$ cat src/rtl/intcon_pkg.sv
// intcon_pkg: INTCON bit positions and reset value shared by the interrupt controller.
package intcon_pkg;
  localparam int GIE_B  = 7;
  localparam int EEIE_B = 6;
  localparam int T0IE_B = 5;
  localparam int INTE_B = 4;
  localparam int RBIE_B = 3;
  localparam int T0IF_B = 2;
  localparam int INTF_B = 1;
  localparam int RBIF_B = 0;
  localparam logic [7:0] INTCON_RST = 8'h00;
endpackage

$ cat src/rtl/sync_2ff.sv
// sync_2ff: parameterized-width two-flop synchronizer with synchronous active-low reset.
module sync_2ff #(
  parameter int W = 1
) (
  input  logic         clk_i,
  input  logic         rst_ni,
  input  logic [W-1:0] d_i,
  output logic [W-1:0] q_o
);
  logic [W-1:0] s1_q, s2_q;
  always_ff @(posedge clk_i) begin
    if (!rst_ni) begin
      s1_q <= '0;
      s2_q <= '0;
    end else begin
      s1_q <= d_i;
      s2_q <= s1_q;
    end
  end
  assign q_o = s2_q;
endmodule

$ cat src/rtl/intcon_ctrl.sv
// intcon_ctrl: INTCON register with flag capture, INT/RB edge detect, GIE arbitration, irq and wake.
module intcon_ctrl
  import intcon_pkg::*;
(
  input  logic       oscIn,
  input  logic       reset,
  input  logic       t0if,
  input  logic       rb0_int,
  input  logic       intedg,
  input  logic [3:0] rb_in,
  input  logic [3:0] rb_tris,
  input  logic       rb_rd,
  input  logic       eeif,
  input  logic       intcon_we,
  input  logic [7:0] intcon_wdata,
  input  logic       int_ack,
  input  logic       retfie,
  output logic [7:0] intcon_q,
  output logic       irq,
  output logic       wake
);
  logic       int_sync, int_prev_q, int_edge, rb_chg, pend;
  logic [3:0] rb_sync, rb_latch_q, rb_latch_d;
  logic [7:0] intcon_d, base;
  logic       irq_q, irq_d, wake_q, wake_d;

  sync_2ff #(.W(1)) u_int_sync (.clk_i(oscIn), .rst_ni(reset), .d_i(rb0_int), .q_o(int_sync));
  sync_2ff #(.W(4)) u_rb_sync  (.clk_i(oscIn), .rst_ni(reset), .d_i(rb_in),   .q_o(rb_sync));

  // Hardware sets are OR-ed over the written value so a set always beats a same-cycle clear.
  always_comb begin
    int_edge   = intedg ? (int_sync & ~int_prev_q) : (~int_sync & int_prev_q);
    rb_chg     = |((rb_sync ^ rb_latch_q) & rb_tris);
    rb_latch_d = rb_rd ? rb_sync : rb_latch_q;
    base       = intcon_we ? intcon_wdata : intcon_q;
    intcon_d   = base | {5'b0, t0if, int_edge, rb_chg};
    intcon_d[GIE_B] = int_ack ? 1'b0 : retfie ? 1'b1 : base[GIE_B];
    pend   = (intcon_q[T0IE_B] & intcon_q[T0IF_B]) | (intcon_q[INTE_B] & intcon_q[INTF_B]) |
             (intcon_q[RBIE_B] & intcon_q[RBIF_B]) | (intcon_q[EEIE_B] & eeif);
    irq_d  = intcon_q[GIE_B] & pend & ~int_ack;
    wake_d = pend;
  end

  always_ff @(posedge oscIn) begin
    if (!reset) begin
      intcon_q   <= INTCON_RST;
      int_prev_q <= 1'b0;
      rb_latch_q <= 4'h0;
      irq_q      <= 1'b0;
      wake_q     <= 1'b0;
    end else begin
      intcon_q   <= intcon_d;
      int_prev_q <= int_sync;
      rb_latch_q <= rb_latch_d;
      irq_q      <= irq_d;
      wake_q     <= wake_d;
    end
  end

  assign irq  = irq_q;
  assign wake = wake_q;
endmodule

$ cat config.mk
export PLATFORM = sky130hd
export DESIGN_NAME = intcon_ctrl
export DESIGN_NICKNAME = d
export VERILOG_FILES = /design/src/rtl/intcon_pkg.sv /design/src/rtl/sync_2ff.sv /design/src/rtl/intcon_ctrl.sv
export SDC_FILE = /design/constraint.sdc
export NUM_CORES = 1
export LEC_CHECK = 0
export CELL_PAD_IN_SITES_DETAIL_PLACEMENT = 2
export CELL_PAD_IN_SITES_GLOBAL_PLACEMENT = 2
export CORE_ASPECT_RATIO = 2
export CORE_MARGIN = 5
export CORE_UTILIZATION = 24
export CTS_CLUSTER_DIAMETER = 40
export DETAILED_ROUTE_END_ITERATION = 6
export GPL_TIMING_DRIVEN = 0
export PLACE_DENSITY = 0.77
export SETUP_SLACK_MARGIN = 0.02
export SLEW_MARGIN = 40
export SYNTH_ARGS = -nofsm -noshare
export SYNTH_HDL_FRONTEND = slang
export SYNTH_SLANG_ARGS = --single-unit
$ cat constraint.sdc
create_clock -name oscIn -period 1.1 [get_ports oscIn]
set_input_delay 0.22 -clock oscIn [delete_from_list [all_inputs] [get_ports oscIn]]
set_output_delay 0.22 -clock oscIn [all_outputs]
set_load 0.03 [all_outputs]
# Word level (Yosys, flattened, before mapping)
# Cells that the tools add are included.
dict set report op_classes {
  shifts 0
  reduce_logical 2
  mux 3
  n_addsub 0
  multipliers 0
  magnitude_cmp 0
  n_eq_ne 0
  div_mod_pow 0
  bitwise_logic 18
}
# cell count
set op_table {}
lappend op_table {{1-bit AND} 8}
lappend op_table {{8-bit two-way mux} 1}
lappend op_table {{7-bit by 3-bit OR with 7-bit output} 1}
lappend op_table {{4-bit AND} 1}
lappend op_table {{1-bit NOT} 4}
lappend op_table {{4-bit OR reduction} 1}
lappend op_table {{4-bit XOR} 1}
lappend op_table {{1-bit OR} 3}
lappend op_table {{1-bit two-way mux} 2}
lappend op_table {{2-bit OR reduction} 1}
dict set report totals {
  n_memories 0
  latchBits 0
  in_bits 26
  rom_bits 0
  regBits 25
  wordCells 33
  ramBits 0
}

# Longest topological paths before layout
# Gate-level depths: netlist (run 1).
dict set report logic_depth {
  ltp_word 6
  mapped_depth 4
  mapped_depth_nobuf 3
}

# Cells and area by module
# A second synthesis (run 1) with hierarchy kept.
dict set report unflattened {
  hier_cells 79
  area_unflattened_um2 864.6
}
# mod cells_per_inst n_inst seq_area_each_um2 area_each_um2
set modules_own_cells {}
lappend modules_own_cells {intcon_ctrl 59 1 300.3 601.8}
lappend modules_own_cells {{sync_2ff at u_rb_sync} 16 1 160.2 210.2}
lappend modules_own_cells {{sync_2ff at u_int_sync} 4 1 40.0 52.6}

# Worst setup path after synthesis (run 1)
# OpenSTA, ideal clock, no wires.
dict set report synth_timing {
  path_type {register to register}
  startpoint {register rb_latch_q[1]}
  endpoint {register intcon_q[0]}
  path_buffers 0
  arrival_ps 842
  stages_incl_launch_ff 4
  path_slack_ps 130
  required_ps 972
  setup_time_ps 128
  path_cell_list {dfxtp_1 -> xor2_1 -> a222oi_1 -> a21oi_1}
}
dict set report synth_between {
  elab_chain_len 4
}
# item line_no
set synth_rtl {}
lappend synth_rtl {{from (decl)} intcon_ctrl.sv:23} ;# logic [3:0] rb_sync, rb_latch_q, rb_latch_d;
lappend synth_rtl {{from (signal assigned)} intcon_ctrl.sv:54} ;# rb_latch_q <= rb_latch_d;
lappend synth_rtl {{4-bit XOR} intcon_ctrl.sv:33} ;# rb_chg = |((rb_sync ^ rb_latch_q) & rb_tris);
lappend synth_rtl {{4-bit AND} intcon_ctrl.sv:33}
lappend synth_rtl {{4-bit OR reduction} intcon_ctrl.sv:33}
lappend synth_rtl {{7-bit by 3-bit OR with 7-bit output} intcon_ctrl.sv:36} ;# intcon_d = base | {5'b0, t0if, int_edge, rb_chg};
lappend synth_rtl {{to (signal assigned)} intcon_ctrl.sv:52} ;# intcon_q <= intcon_d;
lappend synth_rtl {{to (decl)} intcon_ctrl.sv:18} ;# output logic [7:0] intcon_q,
# Every way passes these cells.
# A chain may end at the register's enable or synchronous reset.

# Final worst setup path (run 1)
dict set report layout_timing {
  startpoint {register u_rb_sync.s2_q[1], in the netlist u_rb_sync.q_o[1]}
  endpoint {register intcon_q[0]}
}
dict set report layout_between {
  elab_chain_len 4
}
# item line_no
set layout_rtl {}
lappend layout_rtl {{from (decl)} sync_2ff.sv:10} ;# logic [W-1:0] s1_q, s2_q;
lappend layout_rtl {{from (signal assigned)} sync_2ff.sv:17} ;# s2_q <= s1_q;
lappend layout_rtl {{4-bit XOR} intcon_ctrl.sv:33}
lappend layout_rtl {{4-bit AND} intcon_ctrl.sv:33}
lappend layout_rtl {{4-bit OR reduction} intcon_ctrl.sv:33}
lappend layout_rtl {{7-bit by 3-bit OR with 7-bit output} intcon_ctrl.sv:36}
# Every way passes these cells.

==> results_dict.tcl, run 1 <==
set metrics [dict create \
    drtIter0Drc 3 \
    grtUsageTotal_pct 10.0 \
    die-height_um 95.1 \
    power_density_nw_per_um2 1360 \
    tightest_slew_ns 0.357 \
    synth_xor_xnor_area_share_pct 4.03 \
    synth_edf_count 0 \
    wl_um 2380 \
    yosysMostFrequentCell "dfxtp_1" \
    rows 31 \
    syn_inst 81 \
    grt_overflow 0 \
    cts.clk_slew.worst_paths_ns 0.09 \
    drv_cap 0 \
    dpl.hpwl_um 1910 \
    syn_nets 107 \
    slew_viol_final 0 \
    crit_start "u_rb_sync.q_o[1]" \
    r2r.worst_path.cells 3 \
    wl_per_cell_um 13.9 \
    viasPerCell 4.26 \
    cp_slowest_stage_delay_ns 0.38 \
    place_area_um2 1270 \
    fin_tns_setup_ns 0 \
    crit_chain "xor2_1 -> a222oi_1 -> a21oi_1" \
    drive_gt1_share_pct 19.7 \
    critPathCapture "intcon_q[0]" \
    numCtsBuffers 3 \
    synthSimpleGateAreaFrac_pct 17.1 \
    crit_path_end_kind "flop" \
    max-slew-margin-rel_pct 76.2 \
    fin_crit_ns 1.07 \
    cp_data_required_time_ns 1.26 \
    antenna_found_initial 0 \
    vias 729 \
    synth_fa_ha_area_share_pct 0 \
    multi_input_area_um2 349 \
    postRouteAntennaNets 0 \
    syn_area_um2 868 \
    synth-main-ff-cell "dfxtp_1" \
    io_pins 36 \
    critPathKind "reg -> reg" \
    area_delta_synth_final_pct 52.9 \
    dr.pass1.iters 4 \
    synth_compound_area_share_pct 8.07 \
    fin_skew_ns 0.00529 \
    crit_arrival_ns 1.23 \
    cts_tree "built" \
    ctsRootBufferMaster "clkbuf_8" \
    nets 149 \
    grt_pass1_vias 801 \
    grt_max_degree 14 \
    start_util_pct 24.3 \
    clock_sinks 25 \
    period_share_pct 97.6 \
    finalInstanceArea_um2 1330 \
    hold_path.class "in -> reg" \
    r2r_slack_ns 0.03 \
    register_area_um2 505 \
    synthArstFlopShare_pct 0 \
    cts_max_path_buffers 2 \
    rsz0062_at_grt "yes" \
    crit_path_start_kind "flop" \
    synth_area_per_cell_um2 10.7 \
    port_buffers 34 \
    h-tree-depth 1 \
    finalSetupViolations 0 \
    hold_viol 0 \
    die_w_um 52.5 \
    diodes 0 \
    synth_commonest_cells "dfxtp_1 (25), and2_1 (11), nor2_1 (10), mux2i_1 (9), xor2_1 (4)" \
    synth_mux_area_share_pct 10.4 \
    grt_pass1_wl_um 3730 \
    status "finished, final reports clean" \
    ir_drop_mv 0.658 \
    dp_slack_ns -0.290 \
    fillCellCount 388 \
    coreArea_um2 3570 \
    synth_top_area_cell "dfxtp_1" \
    ys_types 19 \
    dieArea_um2 4990 \
    r2r_end "intcon_q[0]" \
    synth_top_family_by_area "simple AND/OR/NAND/NOR gates" \
    leakagePower_nw 0.578 \
    ys_seq_elements 25 \
    synthTopCellsByArea "dfxtp_1 (58%), mux2i_1 (10%), and2_1 (7.9%)" \
    cp_slowest_cell "a222oi_1" \
    drc 0 \
    seq_area_frac_synth_pct 57.6 \
    reg2reg_from "u_rb_sync.q_o[1]" \
    synth_top_area_share_pct 57.6 \
    yosys_warnings 0 \
    crit_fanout 2 \
    fin_ws_ns 0.0269 \
    clk_latency_ns 0.27 \
    place_congestion 0.700 \
    max_freq_mhz 932 \
]
## worst max-delay path, delay by kind of cell (launching register included)
kind | cells | cell delay, ns
AOI/OAI and AO/OA | 2 | 0.49
xor gates and xnor gates | 1 | 0.15
DFF | 1 | 0.33
## final cells by class
| class | instances | area share [%] |
|---|---|---|
| clock buffer | 4 | 3.39 |
| buffer | 4 | 2.07 |
| sequential | 25 | 38.1 |
| tap | 49 | 4.62 |
| timing repair buffer | 37 | 25.3 |
| inverter | 1 | 0.283 |
| multi-input combinational | 51 | 26.3 |
## timing repair
action / CTS / global route
hold buffers: 0 / 0
resized for setup: 56 / 17
setup buffers: 0 / 3
setup endpoints to repair: 13 / 21
pin swaps: 3 / 0
## sequential cells by signal, summed over array words and instances (netlist names), 4 cells and up
signal          cells
intcon_q            8
rb_latch_q          4
u_rb_sync.q_o       4
u_rb_sync.s1_q      4
## where the power goes
part | internal (mW) | leakage [nW] | switching (mW) | total, mW
sequential | 0.950 | 0.207 | 0.0266 | 0.977
clock | 0.260 | 0.0228 | 0.288 | 0.547
combinational | 0.160 | 0.348 | 0.123 | 0.283
total | 1.37 | 0.578 | 0.437 | 1.81
## through the flow
step	hold WS, ns	total power, mW	std cells	util [%]
2_1_floorplan	0.299	1.12	81	-
3_3_place_gp	0.415	1.27	164	35.6
3_5_place_dp	0.425	1.28	164	35.6
4_1_cts	0.390	1.80	168	35.9
5_1_grt	0.402	1.89	171	37.2
6_report	0.361	1.81	171	37.2
## per-layer routing
metal | global-route usage [%] | wire [um] | vias up
met5 | 0 | 0 | -
met3 | 1.88 | 91 | 5
met2 | 18.9 | 1430 | 20
met1 | 10.3 | 809 | 349
li1 | - | - | 355
met4 | 3.84 | 48 | 0
## cell families after synthesis
logic type | after synthesis
buf+inv | 5
flops | 25
simple gates | 28
compound gates | 10
mux | 9
xor+xnor | 4
## worst min-delay path by stage
stage / from / to / depth (start not counted)
finish: rb_rd / rb_latch_q[2] / 3
global placement: u_rb_sync.s1_q[0] / u_rb_sync.q_o[0] / 1
CTS: rb_rd / rb_latch_q[2] / 3
detailed placement: u_int_sync.s1_q / u_int_sync.q_o / 1
floorplan: int_ack / intcon_q[7] / 1
global route: rb_rd / rb_latch_q[2] / 3
## cell usage in the layout, fill, tap and decap left out, drive strengths merged, types with 2 or more instances in the layout
master,n
dfxtp,25
clkdlybuf4s50,23
buf,13
and2,11
nor2,10
mux2i,9
clkbuf,8
xor2,4
nor2b,3
a21oi,3
nand3b,2
a22oi,2
a211oi,2
Note: power is estimated with default switching activity, not from simulation.
==> inputs of run 2 (changes only) <==
SKIP_CTS_REPAIR_TIMING = 1   (was unset)
SLEW_MARGIN = unset   (was 40)
==> run 2 against run 1 <==
  * Maximum frequency is 0.54% lower
  * Critical path depth unchanged
  * Largest cell class unchanged
  * Clock power about the same
  * Highest routed layer unchanged
  * Critical path type unchanged
  * Clock-buffer cell count stayed put
  * Die area unchanged
  * Largest power group unchanged
  * Sequential power hardly changed
  * Clock skew about the same
  * Hold slack unchanged
  * First-iteration DRC count unchanged
==> results_dict.tcl, run 2 (synthesis gave the netlist of run 1 again) <==
set metrics [dict create \
    die-height_um 95.1 \
    crit_path_start_kind "flop" \
    largest_reg_flops 8 \
    drtIter0Drc 3 \
    finalInstanceArea_um2 1330 \
    clock_sinks 25 \
    dpl.cell_count 164 \
    cp_slowest_stage_delay_ns 0.38 \
    wl_per_cell_um 13.9 \
    largest-register "intcon_q" \
    place_area_um2 1270 \
    cp_data_required_time_ns 1.26 \
    pwr-share-seq_pct 54.1 \
    final_common_cell "clkdlybuf4s50_1" \
    cts_max_path_buffers 2 \
    io_pins 36 \
    grt_pass1_wl_um 3720 \
    nets 149 \
    hold_path.class "in -> reg" \
    area_delta_synth_final_pct 52.7 \
    final_core_util_pct 37.2 \
    ctsRootBufferMaster "clkbuf_8" \
    grtUsageTotal_pct 9.97 \
    cts.clk_slew.worst_paths_ns 0.09 \
    drive_gt1_share_pct 18.9 \
    grt_pass1_vias 803 \
    crit_path_end_kind "flop" \
    status "finished, final reports clean" \
    h-tree-depth 1 \
    max-slew-margin-rel_pct 76.2 \
    grt_max_degree 14 \
    crit_arrival_ns 1.23 \
    ir_drop_mv 0.658 \
    antenna_found_initial 0 \
    r2r.worst_path.cells 3 \
    leakagePower_nw 0.577 \
    fin_cells 171 \
    hold_slack_ns 0.361 \
    clockPowerShare_pct 30.3 \
    cts_tree "built" \
    dp_slack_ns -0.290 \
    rsz0062_at_grt "yes" \
    coreArea_um2 3570 \
    hold_viol 0 \
    hold_depth 3 \
    p_sw_share_pct 24.2 \
    finalSetupViolations 0 \
    cp_slowest_cell "a222oi_1" \
    vias 729 \
    rows 31 \
    dr.pass1.iters 4 \
    tightest_slew_ns 0.357 \
    clk_latency_ns 0.27 \
    max_freq_mhz 927 \
    p_int_mw 1.37 \
    diodes 0 \
    wl_um 2380 \
    period_share_pct 98.1 \
    fin_crit_ns 1.08 \
    combPwrFrac_pct 15.6 \
    fin_ws_ns 0.0210 \
    drv_cap 0 \
    power_density_nw_per_um2 1360 \
    numCtsBuffers 3 \
    viasPerCell 4.26 \
    crit_chain "xor2_1 -> a222oi_1 -> a21oi_1" \
    switching_power_mw 0.437 \
    dieArea_um2 4990 \
    critPathKind "reg -> reg" \
    dpl.hpwl_um 1910 \
    die_w_um 52.5 \
    crit_fanout 2 \
    start_util_pct 24.3 \
    power_mw 1.81 \
    postRouteAntennaNets 0 \
    final_cell_mix "clkdlybuf4s50_1 (23), dfxtp_1 (22), and2_1 (11), nor2_1 (10), buf_4 (10)" \
    fin_skew_ns 0.00526 \
    fin_tns_setup_ns 0 \
    drc 0 \
    grt_overflow 0 \
    port_buffers 34 \
    slew_viol_final 0 \
    place_congestion 0.700 \
]
## run 2: cell types whose count changed in the layout (fill, tap and decap cells not counted)
| cell | previous run | this run |
|---|---|---|
| dfxtp_2 | 4 | 3 |
| buf_2 | 2 | 0 |
| dfxtp_1 | 21 | 22 |
| clkbuf_2 | 1 | 3 |
## run 2: cell type report
class / count / area (um2)
clock buffers: 4 / 45.0
plain buffers: 4 / 27.5
fillers: 388 / 2240
well taps: 49 / 61.3
multi-input cells: 51 / 349
flip-flops and latches: 25 / 504
inverters: 1 / 3.75
repair buffers: 37 / 335
## run 2: worst paths after layout
| check | from | to | slack, ns |
|---|---|---|---|
| worst max-delay path | rb_latch_q[1] | intcon_q[0] | 0.02 |
| worst min register to register | u_int_sync.s1_q | u_int_sync.q_o | 0.43 |
| worst min-delay path | rb_rd | rb_latch_q[2] | 0.36 |
| worst max register to register | rb_latch_q[1] | intcon_q[0] | 0.02 |
## run 2: power by group through the flow
stage               logic, mW  registers [mW]  clock network (mW)
floorplan              0.0841            1.04                   0
global placement        0.277           0.994                   0
detailed placement      0.284           0.998                   0
CTS                     0.285           0.977               0.549
global route            0.306           0.983               0.605
finish                  0.282           0.977               0.547
## run 2: critical path, delay by kind of cell (launching register included)
family / cells / cell delay [ns]
xor+xnor: 1 / 0.15
compound gates: 2 / 0.49
flops: 1 / 0.33
## run 2: routing by layer
layer	vias to the layer above	part of all wire, %	GRT usage (%)	wire length [um]
li1	355	-	-	-
met1	349	34	10.2	808
met2	20	60	18.9	1430
met3	5	3.8	1.88	91
met4	0	2.0	3.84	48
met5	-	0	0	0
==> inputs of run 3 (changes only) <==
CELL_PAD_IN_SITES_DETAIL_PLACEMENT = unset   (was 2)
CELL_PAD_IN_SITES_GLOBAL_PLACEMENT = unset   (was 2)
CORE_ASPECT_RATIO = unset   (was 2)
CORE_UTILIZATION = 50   (was 24)
DONT_BUFFER_PORTS = 1   (was unset)
PLACE_DENSITY = 0.66   (was 0.77)
==> run 3 against run 2 <==
  * Register-to-register slack gained 0.09 ns
  * Maximum frequency increased by 4.8%
  * Clock-buffer cell count stayed put
  * Core utilization is 19 points higher
  * Via count decreased by 24%
  * Clock power is 32% lower
  * Die area shrank 47%
  * Routed wire length decreased by 41%
  * Critical path type is now reg -> out
  * Largest power group unchanged
==> results_dict.tcl, run 3 (synthesis gave the netlist of run 1 again) <==
set metrics [dict create \
    status "finished, final reports clean" \
    critPathKind "reg -> out" \
    crit_arrival_ns 0.81 \
    io_pins 36 \
    ir_drop_mv 0.969 \
    wl_per_cell_um 13.5 \
    p_int_mw 1.15 \
    drive_gt1_share_pct 17.4 \
    area_delta_synth_final_pct 8.65 \
    dp_slack_ns 0.0689 \
    crit_path_start_kind "flop" \
    wl_um 1390 \
    grt_overflow 0 \
    postRouteAntennaNets 0 \
    fin_crit_ns 1.03 \
    port_buffers 0 \
    nets 113 \
    final_common_cell "dfxtp_1" \
    dr.pass1.iters 4 \
    coreArea_um2 1690 \
    multi_input_area_um2 350 \
    dpl.cell_count 98 \
    cp_data_required_time_ns 0.88 \
    cts.clk_slew.worst_paths_ns 0.12 \
    max_freq_mhz 971 \
    r2r_slack_ns 0.11 \
    combPwrFrac_pct 6.8 \
    leakagePower_nw 0.402 \
    final_core_util_pct 55.9 \
    grt_max_degree 14 \
    ctsRootBufferMaster "clkbuf_4" \
    viasPerCell 5.35 \
    hold_slack_ns 0.0388 \
    grtUsageTotal_pct 11.2 \
    cts_max_path_buffers 2 \
    hold_path.class "in -> reg" \
    drtIter0Drc 12 \
    grt_pass1_vias 553 \
    rsz0062_at_grt "yes" \
    hold_viol 0 \
    power_mw 1.50 \
    crit_path_end_kind "output pin" \
    hold_depth 1 \
    diodes 0 \
    place_congestion 0.637 \
    numCtsBuffers 3 \
    r2r.worst_path.cells 3 \
    clk_latency_ns 0.30 \
    tightest_slew_ns 0.300 \
    max-slew-margin-rel_pct 79.9 \
    largest-register "intcon_q" \
    worst-path-stages 0 \
    cts_tree "built" \
    h-tree-depth 1 \
    switching_power_mw 0.351 \
    drc 0 \
    pwr-share-seq_pct 68.3 \
    fin_ws_ns 0.0700 \
    dieArea_um2 2670 \
    slew_viol_final 0 \
    vias 551 \
    power_density_nw_per_um2 1590 \
    rows 15 \
    clockPowerShare_pct 24.9 \
    fin_skew_ns 0.000856 \
    largest_reg_flops 8 \
    die_w_um 51.7 \
    crit_fanout 1 \
    finalSetupViolations 0 \
    period_share_pct 93.6 \
    start_util_pct 51.4 \
    fillCellCount 166 \
    drv_cap 0 \
    die-height_um 51.7 \
    dpl.hpwl_um 1110 \
    clock_sinks 25 \
    antenna_found_initial 0 \
    final_cell_mix "dfxtp_1 (16), and2_1 (11), nor2_1 (10), mux2i_1 (9), dfxtp_2 (9)" \
    p_sw_share_pct 23.4 \
    fin_cells 103 \
    register_area_um2 512 \
    grt_pass1_wl_um 2240 \
]
-- run 3: cell count changes in the layout (fill, tap and decap cells not counted), sizes merged --
cell	previous run	this run
buf	11	2
clkbuf	10	6
clkdlybuf4s50	23	0
dlygate4sd3	0	1
dlymetal6s2s	1	0
-- run 3: final cells by class --
class,instances,share of cell area [%]
buffer,4,2.12
clock buffer,4,2.79
inverter,1,0.398
multi-input combinational,51,37.1
sequential,25,54.2
tap,17,2.25
timing repair buffer,1,1.06
-- run 3: path summary, 6_finish.rpt --
check / to / startpoint
worst max-delay path: wake / wake
worst min-delay path: u_int_sync.s1_q / rb0_int
worst max register to register: intcon_q[0] / rb_latch_q[1]
worst min register to register: u_rb_sync.q_o[2] / u_rb_sync.s1_q[2]
-- run 3: stage by stage --
stage	instance area, um2	TNS [ns]
final	943	0
after global routing	943	0
after CTS	916	-0.00113
after detailed placement	890	0
after global placement	890	0
after floorplan	868	0
-- run 3: power groups by stage --
stage	Clock, mW	Sequential [mW]	Combinational, mW
finish	0.374	1.03	0.102
global route	0.441	1.03	0.118
floorplan	0	1.04	0.0841
global placement	0	1.04	0.0951
detailed placement	0	1.04	0.0973
CTS	0.398	1.02	0.0978
-- run 3: routing by layer --
metal	routed length [um]	vias to the layer above	GRT usage (%)
met2	610	21	16.7
met5	0	-	0
met3	155	2	5.16
met1	614	247	13.6
li1	-	281	-
met4	12	0	5.24
